### src/rtl/note_sequencer.sv
// note_sequencer: looping step sequencer with record/overdub and a live-key
// arbiter feeding the single tone generator. All outputs are registered.
module note_sequencer #(
  parameter int unsigned CLK_FREQ = 12_000_000,
  parameter int unsigned STEP_HZ  = 8,
  parameter int unsigned STEPS    = 16,
  localparam int unsigned SW      = $clog2(STEPS)
) (
  input  logic          clk,
  input  logic          rst,
  input  logic [3:0]    keys,
  input  logic          play,
  input  logic          rec,
  input  logic          clear,
  output logic [1:0]    note,
  output logic          gate,
  output logic          src_live,
  output logic [SW-1:0] step_idx,
  output logic          running
);

  localparam int unsigned STEP_TICKS = CLK_FREQ / STEP_HZ;
  localparam int unsigned TW         = $clog2(STEP_TICKS);
  localparam int unsigned GATE_END   = STEP_TICKS - STEP_TICKS / 4;

  typedef enum logic [1:0] {
    IDLE = 2'd0,
    PLAY = 2'd1,
    REC  = 2'd2
  } state_t;

  state_t          state, state_next;
  logic [TW-1:0]   tick;
  logic [STEPS-1:0] valid;
  logic [1:0]      mem_note [STEPS];
  logic [3:0]      keys_prev;

  logic            live;
  logic            rec_wr;
  logic            seq_run;
  logic            seq_gate;
  logic            tick_wrap;

  // Lowest set key wins.
  function automatic logic [1:0] pri(input logic [3:0] k);
    if (k[0])      pri = 2'd0;
    else if (k[1]) pri = 2'd1;
    else if (k[2]) pri = 2'd2;
    else           pri = 2'd3;
  endfunction

  // State register.
  always_ff @(posedge clk) begin
    if (rst) state <= IDLE;
    else     state <= state_next;
  end

  // Next-state logic: play toggles run/stop and overrides rec.
  always_comb begin
    state_next = state;
    unique case (state)
      IDLE: if (play) state_next = PLAY;
      PLAY: begin
        if (play)     state_next = IDLE;
        else if (rec) state_next = REC;
      end
      REC: begin
        if (play)      state_next = IDLE;
        else if (!rec) state_next = PLAY;
      end
      default: state_next = IDLE;
    endcase
  end

  // Combinational helpers for the datapath.
  // seq_run also requires state_next so a stop pulse silences the gate on the
  // very next cycle, and the first running cycle after start stays silent.
  always_comb begin
    live      = (keys != '0);
    rec_wr    = (state == REC) && live && (keys_prev == '0);
    seq_run   = (state != IDLE) && (state_next != IDLE);
    tick_wrap = (tick == TW'(STEP_TICKS - 1));
    seq_gate  = seq_run && valid[step_idx] && (tick < TW'(GATE_END));
  end

  // Tempo, valid bits, key history and registered outputs.
  always_ff @(posedge clk) begin
    if (rst) begin
      tick      <= '0;
      step_idx  <= '0;
      valid     <= '0;
      keys_prev <= '0;
      note      <= '0;
      gate      <= 1'b0;
      src_live  <= 1'b0;
      running   <= 1'b0;
    end else begin
      keys_prev <= keys;
      running   <= (state_next != IDLE);

      if (state == IDLE && play) begin
        tick     <= '0;
        step_idx <= '0;
      end else if (seq_run) begin
        if (tick_wrap) begin
          tick     <= '0;
          step_idx <= step_idx + SW'(1);
        end else begin
          tick <= tick + TW'(1);
        end
      end

      if (clear)       valid           <= '0;
      else if (rec_wr) valid[step_idx] <= 1'b1;

      if (live) begin
        gate     <= 1'b1;
        note     <= pri(keys);
        src_live <= 1'b1;
      end else begin
        gate     <= seq_gate;
        src_live <= 1'b0;
        if (seq_gate) note <= mem_note[step_idx];
      end
    end
  end

  // Pattern note storage; validity is tracked separately so no reset needed.
  always_ff @(posedge clk) begin
    if (rec_wr) mem_note[step_idx] <= pri(keys);
  end

endmodule
### config.mk
export PLATFORM = sky130hd
export DESIGN_NAME = note_sequencer
export DESIGN_NICKNAME = d
export VERILOG_FILES = /design/src/rtl/note_sequencer.sv
export SDC_FILE = /design/constraint.sdc
export NUM_CORES = 1
export LEC_CHECK = 0
export BUFFER_PORTS_ARGS = -buffer_cell sky130_fd_sc_hd__buf_2
export CAP_MARGIN = 20
export CORE_ASPECT_RATIO = 0.6
export CORE_MARGIN = 2
export CORE_UTILIZATION = 53
export DETAILED_ROUTE_END_ITERATION = 7
export MAX_ROUTING_LAYER = met4
export PLACE_DENSITY = 0.81
export REMOVE_ABC_BUFFERS = 1
export SYNTH_ARGS = -nofsm -noshare
export SYNTH_HDL_FRONTEND = slang
export SYNTH_SLANG_ARGS = --single-unit
### constraint.sdc
create_clock -name clk -period 2.33 [get_ports clk]
set_input_delay 0.1165 -clock clk [delete_from_list [all_inputs] [get_ports clk]]
set_output_delay 0.1165 -clock clk [all_outputs]
set_load 0.02 [all_outputs]
Word level (Yosys, flattened, before mapping)
Memory sizes are Yosys's and may differ from the RTL's. A register that Yosys moved wholly into a read port is not among the register bits.
Index checks and enable logic that the tools add are counted.
- word-level logic and storage cells: 58
- memories: 1
- RAM bits: 32
- input port bits: 9
- bits in registers: 52
- memories (name ; words ; width ; read ports ; clocked after memory_dff ; wr ports ; RTL line ; text):
    mem_note ; 16 ; 2 ; 1 ; 1 ; 1 ; 35 ; logic [1:0] mem_note [STEPS];
- bitwise operators: 1
- magnitude comparators: 3
- add/sub/neg operators: 2
- mux-type cells: 23
- reduce and logical (&&, ||, !) cells: 16
- equal/unequal tests: 3
- operators with widths (cell ; number):
    $add 21x1->21 const B ; 1
    $eq 21x21->1 const B ; 1
    $lt 21x21->1 const B ; 1
    $mux 21 ; 1
    $mux 2 ; 10
    $or 16x16->16 ; 1
    $mux 4 ; 2
    $logic_and 1x1->1 ; 7
    $mux 1 ; 7
    $pmux 2 s3 ; 1
    $reduce_bool 2->1 ; 3
    $lt 4x5->1 const B ; 1
    $add 4x1->4 const B ; 1
    $bmux 1 s4 ; 1
    $demux 1 s4 ; 1
    $ge 4x1->1 const B ; 1
    $logic_not 4->1 ; 1
    $reduce_bool 4->1 ; 1
    $reduce_or 2->1 ; 2
    $eq 2x1->1 const B ; 1
    $eq 2x2->1 const B ; 1
    $logic_not 2->1 ; 1
    $reduce_and 2->1 ; 1

Depth between registers and ports, before layout
Gate-level depths: netlist (run 1).
- depth after elaboration: 9
- mapped depth: 7
- mapped depth without buffers: 6

Least setup slack after synthesis (run 1)
Ideal clock, no wire load.
- path kind: reg2reg
- start: register step_idx[1]
- end: register note[0]
- setup time: 73 ps
- cell stages (with the launch flop): 7
- slack: 450 ps
- period minus slack after synthesis: 1880 ps
- data arrival time: 1807 ps
- cells stage by stage: dfxtp_1 > buf_2 > mux4_2 > mux2i_1 > a2111oi_2 > and4b_2 > nor3_2
- word-level cells in the longest chain between the ends: 5
- RTL lines (element ; RTL line ; text):
    from (decl) ; 18 ; output logic [SW-1:0] step_idx,
    from (signal assigned) ; 107 ; step_idx <= step_idx + SW'(1);
    $bmux 1 s4 ; 83 ; seq_gate = seq_run && valid[step_idx] && (tick < TW'(GATE_END));
    $mux 1 (implied by the code) ; 83 ;
    $logic_and 1x1->1 (2 in a row) ; 83 ;
    $reduce_bool 2->1 (no line) ; - ;
    to (signal assigned) ; 118 ; note <= pri(keys);
    to (signal assigned) ; 123 ; if (seq_gate) note <= mem_note[step_idx];
    to (decl) ; 15 ; output logic [1:0] note,
No other way between the ends. The select of a mux whose other input is x is not followed.
A chain may end at the register's enable or synchronous reset.

Worst setup path in the final report (run 1)
- start: register state[0]
- end: register note[0]
- word-level cells in the longest chain between the ends: 8
- RTL lines (element ; RTL line ; text):
    from (decl) ; 32 ; state_t state, state_next;
    from (signal assigned) ; 55 ; else state <= state_next;
    $mux 2 (on tied branches) ; 69, 65 ;
    $mux 2 (on tied branches) ; 68, 64 ;
    $pmux 2 s3 ; 61 ; unique case (state)
    $reduce_bool 2->1 ; 81 ; seq_run = (state != IDLE) && (state_next != IDLE);
    $logic_and 1x1->1 * ; 81 ;
    $logic_and 1x1->1 * (2 in a row) ; 83 ;
    $reduce_bool 2->1 (no line) * ; - ;
Mark *: on every way between the ends. The rest lies on a longest branch, timed or not.

==> results.md, run 1 <==
Outcome:
- The run finished with clean final reports.

Final layout:
- The layout filler cell count is between 500 and 600.
- The total area of multi-input combinational cells is roughly 1600 µm².
- The net count of the finished layout is ~350.
- The sequential cell area is 2082 µm².
- The share of cells above drive strength 1 is between 20% and 30%.
- The synthesis-to-layout area growth is 13.94%.
- Summing all non-filler instances in the final layout gives an area of around 4200 µm².

Synth:
- The top-area cell type share of the netlist area is 30.11%.
- The dominant combinational cell family by area after synthesis is simple AND/OR/NAND/NOR gates.
- Synthesis instantiated 48 different standard cells from the library.
- The Yosys step of the flow raised 0 warnings.
- After Yosys synthesis, XOR and XNOR cells account for just over 5% of the synthesized area.
- Multiplexer cells account for 9.207% of the synthesized area.
- In this run, synthesis produced a sequential element count of 88.
- Ranked by total cell area, the synthesized netlist is headed by sky130_fd_sc_hd__dfxtp_1 30%, sky130_fd_sc_hd__edfxtp_1 26%, sky130_fd_sc_hd__mux4_2 7.9%.
- In the synthesized netlist, the number of instances is around 310.
- The synthesized-area fraction occupied by ao, oa, aoi and oai cells is between 6 and 7%.
- For this run, the leading register cell type out of synthesis is sky130_fd_sc_hd__dfxtp_1.
- Of all flip-flops after synthesis, the portion carrying an async set or reset was 0%.
- Summed over all instances, the cell type with the most area after synthesis is sky130_fd_sc_hd__dfxtp_1.
- Of the total synthesized cell area, the portion taken by full adders, half adders and majority gates is 1.680%.
- A synthesized cell averages ~12 µm².
- The synthesized netlist devotes about 19% of its cell area to simple gates.
- The number of flops mapped to enable cells by yosys is 32.
- By instance count, the leading cell after synthesis is sky130_fd_sc_hd__dfxtp_1.
- After synthesis, the most frequently instantiated cells are 56 x sky130_fd_sc_hd__dfxtp_1, 46 x sky130_fd_sc_hd__nor2_1, 32 x sky130_fd_sc_hd__edfxtp_1, 17 x sky130_fd_sc_hd__nand2_1, 16 x sky130_fd_sc_hd__o21a_1.
- Sequential elements use 55.91% of the synthesized area.
- The summed instance area of the synthesized netlist is 3724 µm².

Clock tree:
- The clock transition at the registers of the reported paths is about 0.070 ns.
- The number of clock buffers inserted by TritonCTS is 9.
- The clock tree buffer depth is 2.
- The post-cts repair resize count is 0.
- TritonCTS built the clock tree.
- The H-tree was split into 3 levels.
- The tree built by TritonCTS fans out to 88 sinks.
- The later pin in the worst-skew pair is clocked with a latency of 0.35 ns.
- The number of hold buffers added after CTS was 0.
- The number of post-CTS setup repair buffers is 0.
- The root buffer selected by CTS is sky130_fd_sc_hd__clkbuf_16.

Min path:
- The worst hold path passes through 3 cells.
- The startpoint of the most critical hold path is clear.
- The worst hold path terminates at valid[1].
- The worst hold path belongs to the class in -> reg.

Critical path:
- The worst flop-to-flop path endpoint is note[0].
- STA classifies the critical path startpoint as a flop.
- Traced cell by cell, the critical path runs through xnor2_1 -> or2_2 -> a2111oi_2 -> and4b_2 -> nor3_2.
- For the worst setup path, the data required time is 2.57 ns.
- The cell family contributing the most delay on the critical path is simple AND/OR/NAND/NOR gates.
- STA classifies the critical path endpoint as a flop.
- The worst path arrival time is roughly 2.5 ns.
- The path depth of the worst reg2reg path is 5.
- The number of buffers and inverters on the critical path is 0.
- The register-to-register setup slack is between 0.1 and 0.15 ns.
- The type of the setup path with the least slack is reg -> reg.
- The startpoint of the worst register-to-register path is state[0].
- The cell with the largest stage delay on the worst path is sky130_fd_sc_hd__a2111oi_2.
- The delay contributed by the slowest stage of the critical path is between 0.6 and 0.7 ns.
- The maximum fanout along the worst path is 6.

STA:
- The transition time at the pin with the least slew margin is around 0.83 ns.
- Based on the critical path, the design can be clocked at up to around 0.45 GHz.
- Clock skew on the completed layout was measured at roughly 0.011 ns.
- The headroom to the max-slew limit is between 40% and 50%.
- The final worst slack is 0.1236 ns.
- The final critical-path share of the clock period is a little over nine tenths.
- The count of final hold-check violations came to 0.
- After layout, the minimum clock period comes to approximately 2.2 ns.
- Setup repair after global routing left no endpoint under its margin.
- The final-layout setup total negative slack is 0 ns.
- The number of max-slew violations in the final report was 0.
- The number of setup violations in the final report is 0.

Floorplanning:
- The core region is just under 7000 µm².
- Pin placement for this block handled 18 I/O pins.
- The area of the die is about 7700 µm².
- For this configuration, the core starts out at a cell density of a little under three fifths.
- The y dimension of the die is about 69 µm.
- The die is between 100 and 150 µm wide.
- After floorplanning, the core was divided into 23 placement rows.

Global route:
- The number of global-route vias before repair came to about 2400.
- The aggregate global-route resource usage is roughly 25%.
- The number of antenna violations at the first check in global routing is 1.
- The total global routing overflow is 0.
- Entering global routing, the biggest net connects 21 pins.
- The first global-routing pass estimated between 10 and 15 mm of wire.

Routing:
- The average detailed-routed wire length per instance is 19.66 µm.
- The first-pass iteration count of the detailed router is 6.
- The total number of vias is 2596.
- The count of nets left with antenna violations after detail routing is 0.
- The average vias per placed instance is ~6.
- The post-detailed-route DRC marker count is 0.
- The first routing iteration left 305 violations.
- For this block, the routed nets add up to 8.453 mm of wire.

Power:
- The standby leakage power is 1.458 nW.
- The power after layout is 3.177 mW.
- Across the VDD grid, the largest voltage drop is roughly 0.45 mV.
- Power spread over the standard cell area amounts to roughly 750 nW/µm².

Place:
- Summing all placed instances gives a cell area of between 3000 and 4000 µm².
- The congestion estimate from routability-driven global placement came to ~0.91.
- The count of buffers added on input and output ports is 17.
- The detailed placement HPWL is 6.032 mm.
- The pre-CTS setup slack is ~0.11 ns.

Run:
- The number of max-cap violations is 0.
==> cells in the final DEF, fill, tap and decap left out, types with 6 or more instances in the layout <==
cell,count
sky130_fd_sc_hd__dfxtp_1,56
sky130_fd_sc_hd__nor2_1,43
sky130_fd_sc_hd__edfxtp_1,32
sky130_fd_sc_hd__nand2_1,17
sky130_fd_sc_hd__buf_2,17
sky130_fd_sc_hd__o21a_1,16
sky130_fd_sc_hd__mux4_2,13
sky130_fd_sc_hd__xor2_1,12
sky130_fd_sc_hd__xnor2_1,10
sky130_fd_sc_hd__nand4_1,9
sky130_fd_sc_hd__clkbuf_16,9
sky130_fd_sc_hd__buf_4,9
sky130_fd_sc_hd__nand3_1,8
sky130_fd_sc_hd__nor4_1,7
sky130_fd_sc_hd__a21oi_1,6
sky130_fd_sc_hd__nor3_2,6
==> metal layers <==
layer  wire [µm]  part of all wire (%)  track usage, %
met1        3848                    46           33.13
met2        3619                    43           35.32
met3         919                    11           9.615
met4          65                  0.77           5.488
met5           0                     0               -
==> flip-flops by register name (all words and copies together) (netlist names), named ones only <==
signal,flops
note,2
running,1
valid,16
mem_note,32
tick,21
step_idx,4
src_live,1
keys_prev,4
state,2
gate,1
==> through the flow <==
step / hold WS, ns / instances / utilization, %
finish: 0.03818 / 430 / 63.01
global route: 0.03331 / 430 / 63.01
CTS: 0.03137 / 429 / 62.43
detailed placement: 0.3930 / 413 / 57.92
global placement: 0.3861 / 413 / 57.92
floorplan: 0.1832 / 300 / -
==> final cells by class <==
type,count,share of cell area (%)
timing repair buffer,26,3.598
inverter,4,0.3539
tap,87,2.566
multi-input combinational,208,37.19
sequential,88,49.07
clock inverter,7,1.858
antenna,1,0.05898
clock buffer,9,5.308
==> cell families (layout without fill, tap and decap cells) <==
group           after synthesis  in the layout
compound gates               34             34
xor+xnor                     22             22
fa+ha+maj                     5              5
buf+inv                      17             46
flops                        88             88
mux                          18             18
other cells                   0              1
simple gates                129            129
==> power breakdown <==
part           internal, mW  switching [mW]  total, mW
registers              1.60         0.00779       1.61
clock network         0.843           0.629       1.47
logic                0.0305          0.0644     0.0949
total                  2.48           0.701       3.18
==> worst register-to-register path: stages, from the launching register on <==
cell,delay [ns]
sky130_fd_sc_hd__dfxtp_1,0.42
sky130_fd_sc_hd__xnor2_1,0.23
sky130_fd_sc_hd__or2_2,0.39
sky130_fd_sc_hd__a2111oi_2,0.65
sky130_fd_sc_hd__and4b_2,0.35
sky130_fd_sc_hd__nor3_2,0.05
==> how the worst max path moves through the flow <==
stage / endpoint / cells after the start / slack [ns] / from
after floorplan: note[0] / 5 / 0.46 / step_idx[1]
after global placement: mem_note[2][1] / 4 / 0.17 / state[0]
after detailed placement: mem_note[2][1] / 4 / 0.11 / state[0]
after CTS: mem_note[1][1] / 4 / 0.04 / state[0]
after global routing: note[0] / 5 / 0.05 / state[0]
final: note[0] / 5 / 0.12 / state[0]
Power figures use the tool's default switching activity.
==> run 2, diff against run 1 <==
--- a/config.mk
+++ b/config.mk
@@ -9,10 +9,10 @@
 export CAP_MARGIN = 20
 export CORE_ASPECT_RATIO = 0.6
 export CORE_MARGIN = 2
-export CORE_UTILIZATION = 53
+export CORE_UTILIZATION = 40
 export DETAILED_ROUTE_END_ITERATION = 7
 export MAX_ROUTING_LAYER = met4
-export PLACE_DENSITY = 0.81
+export PLACE_DENSITY = 0.67
 export REMOVE_ABC_BUFFERS = 1
 export SYNTH_ARGS = -nofsm -noshare
 export SYNTH_HDL_FRONTEND = slang
==> results.md, run 2 (synthesis gave the netlist of run 1 again) <==
Place:
- The total instance count after detailed placement is 446 (+8.0%).
- The detailed placement HPWL is 6.066 mm (+0.56%).
- The area after detailed placement was 3966 µm² (+1.7%).
- The pre-CTS setup slack is 0.06689 ns (-0.04105 ns).
- The count of input and output buffers is 17 (unchanged).
- The final estimated routing congestion in global placement was 0.8957 (-1.7%).

Routing:
- The post-detailed-route DRC marker count is 0 (unchanged).
- The average detailed-routed wire length per instance was 17.87 µm (-9.1%).
- The total wire length after detailed routing is 8.256 mm (-2.3%).
- The count of nets left with antenna violations after detail routing is 0 (unchanged).
- The total number of vias is 2523 (-2.8%).
- The average vias per placed instance is 5.461 (-9.5%).
- The first-pass iteration count of the detailed router was 5 (-1).
- The violation count after the first detailed-routing iteration is 271 (-11%).

Final layout:
- Counting flops per register, the top entry is mem_note.
- The post-route standard cell area excluding fillers is 4255 µm² (+0.29%).
- The share of cells above drive strength 1 is 21.39% (-0.54 points).
- The count of antenna diodes in the layout was 0 (-1).
- The layout filler cell count is 831 (+59%).
- Relative to the synthesized area, the layout overhead comes to 14.28%.
- The largest registers in the layout are mem_note (32), tick (21), valid (16).
- The layout net count was 355 (+1.1%).
- The end-of-flow core utilization was 46.65% (-16 points).
- The number of flip-flops in the largest register is 32 (unchanged).
- In the layout the commonest cells are 56 x sky130_fd_sc_hd__dfxtp_1, 46 x sky130_fd_sc_hd__nor2_1, 32 x sky130_fd_sc_hd__edfxtp_1.
- The post-layout instance count excluding filler cells came to 462 (+7.4%).
- The commonest non-fill, non-tap cell in the layout is sky130_fd_sc_hd__dfxtp_1.

Min path:
- The worst hold path terminates at valid[12].
- The number of instances on the worst hold path is 3 (unchanged).
- The tightest min-delay check is of the in -> reg type.
- The startpoint of the most critical hold path is clear.

Floorplanning:
- The number of cell rows is 27 (+17%).
- The horizontal die dimension came to 128.6 µm (+15%).
- The initial standard-cell utilization of the core was 40.82% (-14 points).
- The area of the die is 10120 µm² (+31%).
- The y dimension of the die was 78.74 µm (+14%).
- The standard cell core area came to 9121 µm² (+35%).
- The number of top-level pins is 18 (unchanged).

Clock tree:
- The number of clock buffers inserted by TritonCTS is 9 (unchanged).
- The total number of H-tree levels is 3 (unchanged).
- The cts-stage hold buffer count is 0 (unchanged).
- The clock latency of the later-clocked register in the worst-skew pair came to 0.35 ns (about the same).
- The TritonCTS clock tree is yes.
- The clock tree buffer depth is 2 (unchanged).
- The clock sink total came to 88 (unchanged).
- Clock tree synthesis selected as its root buffer the cell sky130_fd_sc_hd__clkbuf_16.
- The clock transition at the registers of the reported paths was 0.07 ns (about the same).

Critical path:
- The maximum fanout along the worst path is 7 (+1).
- The category of cells accounting for the largest share of critical-path delay is simple AND/OR/NAND/NOR gates.
- STA classifies the critical path endpoint as a flop.
- The slowest stage of the critical path is the sky130_fd_sc_hd__nor4_1 cell.
- The startpoint identified for the worst register-to-register timing path is tick[14].
- In this run the critical register-to-register path is captured at step_idx[3].
- The register-to-register setup slack was 0.18 ns (+0.06 ns).
- The worst path arrival time is 2.37 ns (-0.08 ns).
- The signal on the critical path passes through nand4_1 -> nor4_1 -> nand3_2 -> or3_1 -> a21oi_1.
- The worst path buffer plus inverter count came to 0 (unchanged).
- The delay contributed by the slowest stage of the critical path is 0.47 ns (-0.18 ns).
- The sort of element at the start of the critical path is a flop.
- The path depth of the worst reg2reg path is 5 (unchanged).
- The required time of the worst setup path is 2.55 ns (-0.02 ns).
- The critical path is of the reg -> reg type.

Outcome:
- The run finished with clean final reports.

Global route:
- The global-route wire length before repair is 13.37 mm (+0.94%).
- The number of antenna violations at the first check in global routing was 0 (-1).
- The largest net degree at the start of global routing came to 21 (unchanged).
- The total global routing overflow is 0 (unchanged).
- The number of global-route vias before repair is 2388 (-1.6%).
- The aggregate global-route resource usage came to 18.44% (-6.1 points).

STA:
- The clock tree skew after final layout is 0.008034 ns (-0.003063 ns).
- The number of setup violations in the final report is 0 (unchanged).
- The final critical-path share of the clock period is 92.33% (-2.4 points).
- The number of max-slew violations in the final report is 0 (unchanged).
- The transition time at the pin with the least slew margin is 0.9160 ns (+0.08918 ns).
- The headroom to the max-slew limit is 38.37% (-6.0 points).
- The count of final hold-check violations is 0 (unchanged).
- The final critical-path required period is 2.151 ns (-0.05517 ns).
- Setup repair after global routing left no endpoint under its margin.
- The final-layout setup total negative slack is 0 ns (unchanged).
- The minimum hold slack is 0.05072 ns (+0.01254 ns).
- The final worst slack came to 0.1788 ns (+0.05517 ns).
- The maximum frequency from static timing analysis came to 0.4648 GHz (+2.6%).

Power:
- The worst ir drop on vdd is 0.4124 mV (-8.1%).
- The power after layout is 3.008 mW (-5.3%).
- The power density relative to cell area is 706.8 nW/µm² (-5.6%).
- The standby leakage power was 1.455 nW (-0.20%).

Run:
- The number of max-cap violations is 0 (unchanged).
[run 2: cell types whose count changed in the layout (fill, tap and decap cells not counted), moves of 2 or more]
cell	previous run	this run
sky130_fd_sc_hd__nor2_2	3	0
sky130_fd_sc_hd__clkinvlp_2	0	2
sky130_fd_sc_hd__nor2_1	43	46
sky130_fd_sc_hd__buf_4	9	13
sky130_fd_sc_hd__inv_6	2	0
[run 2: final cells by class]
class / instances / area, µm² / area share, %
Sequential cell: 88 / 2082 / 48.93
Tap cell: 116 / 145.1 / 3.411
Clock inverter: 6 / 36.28 / 0.8527
Clock buffer: 10 / 229.0 / 5.381
Inverter: 4 / 15.01 / 0.3528
Timing Repair Buffer: 30 / 182.7 / 4.293
Multi-Input combinational cell: 208 / 1565 / 36.78
[run 2: worst register-to-register path, delay by kind of cell, from the launching register on]
family / cells / cell delay [ns]
AND/OR/NAND/NOR: 4 / 1.25
flip-flops: 1 / 0.46
AO/OA/AOI/OAI: 1 / 0.31
[run 2: layer usage]
layer	part of all wire, %	vias to the layer above	GRT usage, %	wire [µm]
met5	0	-	-	0
met2	38	85	22.23	3149
met1	53	1231	28.50	4414
met3	7.5	7	6.941	619
li1	-	1200	-	-
met4	0.90	0	4.130	74
[run 2: worst max path at each step]
stage | cells after the start | start | endpoint
after floorplan | 5 | step_idx[1] | note[0]
after global placement | 4 | state[0] | mem_note[2][0]
after detailed placement | 4 | state[0] | mem_note[2][0]
after CTS | 4 | state[0] | mem_note[2][1]
after global routing | 5 | tick[14] | step_idx[3]
final | 5 | tick[14] | step_idx[3]
[run 2: what timing repair did]
item / CTS / global route
resized for setup: 0 / 4
endpoints found under the setup margin: 0 / 9
buffers inserted: 0 / 0
[run 2: power breakdown]
part	internal, mW	switching, mW
sequential	1.60	0.00776
combinational	0.0304	0.0614
clock	0.714	0.591
==> run 3, diff against run 2 <==
--- a/config.mk
+++ b/config.mk
@@ -13,6 +13,7 @@
 export DETAILED_ROUTE_END_ITERATION = 7
 export MAX_ROUTING_LAYER = met4
 export PLACE_DENSITY = 0.67
+export RECOVER_POWER = 25
 export REMOVE_ABC_BUFFERS = 1
 export SYNTH_ARGS = -nofsm -noshare
 export SYNTH_HDL_FRONTEND = slang
==> results.md, run 3 (synthesis gave the netlist of run 1 again) <==
Clock tree:
- TritonCTS built the clock tree.
- The clock transition at the registers of the reported paths is 0.06 ns (about the same).
- The number of clock buffers inserted by TritonCTS is 9 (unchanged).
- The post-cts repair resize count was 0 (unchanged).
- The cts-stage hold buffer count is 0 (unchanged).
- The clock tree buffer depth is 2 (unchanged).
- The total number of H-tree levels came to 3 (unchanged).
- The clock latency of the later-clocked register in the worst-skew pair is 0.34 ns (about the same).
- The tree is rooted in a sky130_fd_sc_hd__clkbuf_16.
- The clock sink total was 88 (unchanged).
- The number of post-CTS setup repair buffers came to 0 (unchanged).

Final layout:
- The post-layout instance count excluding filler cells is 462 (unchanged).
- The layout net count was 355 (unchanged).
- The number of flip-flops in the largest register came to 32 (unchanged).
- The share of cells above drive strength 1 is 20.23% (-1.2 points).
- The layout filler cell count is 837 (+0.72%).
- The library cells used most frequently in the layout, excluding fill and tap cells, are 56 x sky130_fd_sc_hd__dfxtp_1, 46 x sky130_fd_sc_hd__nor2_1, 32 x sky130_fd_sc_hd__edfxtp_1.
- The area growth from synthesis to layout is 14.01%.
- In the final layout, the registers with the most flip-flops are mem_note (32), tick (21), valid (16).
- The sequential cell area was 2082 µm² (unchanged).
- The end-of-flow core utilization is 46.54% (-0.11 points).
- The library cell used most frequently in the layout, excluding fill and tap cells, is sky130_fd_sc_hd__dfxtp_1.
- The register with the most flip-flops in the final layout is mem_note.
- The count of antenna diodes in the layout was 0 (unchanged).
- The total area of multi-input combinational cells is 1565 µm² (unchanged).

Global route:
- The aggregate global-route resource usage was 18.44% (unchanged).
- The number of antenna violations at the first check in global routing was 0 (unchanged).
- The number of global-route vias before repair is 2388 (unchanged).
- The total global routing overflow is 0 (unchanged).
- The largest net degree at the start of global routing came to 21 (unchanged).
- The global-route wire length before repair is 13.37 mm (unchanged).

STA:
- The clock tree skew after final layout was 0.007628 ns (-0.0004060 ns).
- The final worst slack was 0.1842 ns (+0.005454 ns).
- The final critical-path required period is 2.146 ns (-0.005454 ns).
- The final critical-path share of the clock period is 92.09% (-0.23 points).
- Setup repair after global routing left no endpoint under its margin.
- The count of final hold-check violations is 0 (unchanged).
- The transition time at the pin with the least slew margin came to 0.9060 ns (-0.01005 ns).
- The final-layout setup total negative slack was 0 ns (unchanged).
- The headroom to the max-slew limit was 39.05% (+0.68 points).
- The number of setup violations in the final report came to 0 (unchanged).
- The maximum frequency from static timing analysis was 0.4660 GHz (+0.25%).
- The number of max-slew violations in the final report is 0 (unchanged).

Routing:
- The first-pass iteration count of the detailed router is 4 (-1).
- The total number of vias was 2532 (+0.36%).
- The violation count after the first detailed-routing iteration is 276 (+1.8%).
- The average detailed-routed wire length per instance came to 17.76 µm (-0.61%).
- The total wire length after detailed routing was 8.206 mm (-0.61%).
- The count of nets left with antenna violations after detail routing was 0 (unchanged).
- The post-detailed-route DRC marker count is 0 (unchanged).
- The average vias per placed instance was 5.481 (+0.36%).

Min path:
- The number of instances on the worst hold path was 3 (unchanged).
- The worst hold path begins at clear.
- The worst hold path terminates at valid[12].
- The worst hold path belongs to the class in -> reg.

Outcome:
- The flow ran to the end, and the final reports show no timing, DRC or antenna violations.

Critical path:
- In this run the critical register-to-register path is launched from tick[14].
- The worst setup path is launched from a flop.
- In this run the critical register-to-register path is captured at step_idx[3].
- The critical path in this run is classified as reg -> reg.
- The maximum fanout along the worst path came to 7 (unchanged).
- Walking the worst path, the cells encountered are nand4_1 -> nor4_1 -> nand3_2 -> or3_1 -> a21oi_1.
- The largest individual stage delay along the critical path comes from the cell sky130_fd_sc_hd__nor4_1.
- The delay contributed by the slowest stage of the critical path was 0.47 ns (about the same).
- The critical path endpoint category is a flop.
- The register-to-register setup slack is 0.18 ns (about the same).
- The path depth of the worst reg2reg path came to 5 (unchanged).
- The worst path arrival time was 2.36 ns (about the same).
- The required time of the worst setup path is 2.55 ns (about the same).
- In this run the worst setup path begins at tick[14].

Power:
- The net switching power figure was 0.6508 mW (-1.4%).
- The power after layout came to 2.997 mW (-0.36%).
- The cell-internal power is 2.346 mW (about the same).
- The combinational share of power is 3.0% (about the same).
- The standby leakage power was 1.442 nW (-0.91%).
- The sequential power share came to 53.8% (+0.2 points).
- The clock power share was 43.3% (about the same).
- The switching portion of total power is 21.72% (-0.22 points).
- The worst ir drop on vdd is 0.4079 mV (-1.1%).
- The power density relative to cell area was 705.9 nW/µm² (-0.13%).

Floorplanning:
- The initial standard-cell utilization of the core is 40.82% (unchanged).
- The area of the die is 10120 µm² (unchanged).
- The number of cell rows is 27 (unchanged).
- The number of top-level pins was 18 (unchanged).
- The horizontal die dimension is 128.6 µm (unchanged).
- The y dimension of the die is 78.74 µm (unchanged).
- The standard cell core area is 9121 µm² (unchanged).

Run:
- The number of max-cap violations is 0 (unchanged).

Place:
- The total instance count after detailed placement came to 446 (unchanged).
- The detailed placement HPWL is 6.066 mm (unchanged).
- The final estimated routing congestion in global placement is 0.8957 (unchanged).
- The pre-CTS setup slack was 0.06689 ns (unchanged).
- The count of input and output buffers came to 17 (unchanged).
==> run 3: cell count changes in the layout (fill, tap and decap cells not counted) <==
| cell | delta |
|---|---|
| sky130_fd_sc_hd__clkbuf_1 | +4 |
| sky130_fd_sc_hd__buf_4 | -2 |
| sky130_fd_sc_hd__buf_2 | -2 |
==> run 3: how the worst max path moves through the flow <==
stage	end	depth (start not counted)
floorplan	note[0]	5
CTS	mem_note[2][1]	4
detailed placement	mem_note[2][0]	4
finish	step_idx[3]	5
global placement	mem_note[2][0]	4
global route	step_idx[3]	5
==> run 3: routing by layer <==
metal	vias up	share of wire, %	track usage, %
li1	1196	-	-
met1	1219	52	28.50
met2	110	38	22.23
met3	7	9.4	6.941
met4	0	0.89	4.130
met5	-	0	-
==> run 3: final cells by class <==
cell class	count	area share (%)
Sequential cell	88	49.04
Clock buffer	10	5.393
Multi-Input combinational cell	208	36.87
Clock inverter	6	0.8547
Timing Repair Buffer	30	4.067
Inverter	4	0.3537
Tap cell	116	3.419
==> run 3: power groups by stage <==
stage / Clock (mW) / Combinational (mW) / Sequential [mW]
after floorplan: 0 / 0.0406 / 1.65
after global placement: 0 / 0.0893 / 1.64
after detailed placement: 0 / 0.0914 / 1.64
after CTS: 1.33 / 0.0918 / 1.61
after global routing: 1.40 / 0.0997 / 1.61
final: 1.30 / 0.0891 / 1.61
==> run 3: per-stage QoR <==
stage                     instance area (µm²)  hold WS, ns
after floorplan                          3638       0.1832
after global placement                   3966       0.3864
after detailed placement                 3966       0.3875
after CTS                                4232      0.04362
after global routing                     4245      0.04348
final                                    4245      0.05436
==> run 3: worst max-delay path: cells and delay by family, from the launching register on <==
kind,cells,cell delay [ns]
and+or+nand+nor,4,1.25
DFF,1,0.46
AOI/OAI and AO/OA,1,0.31
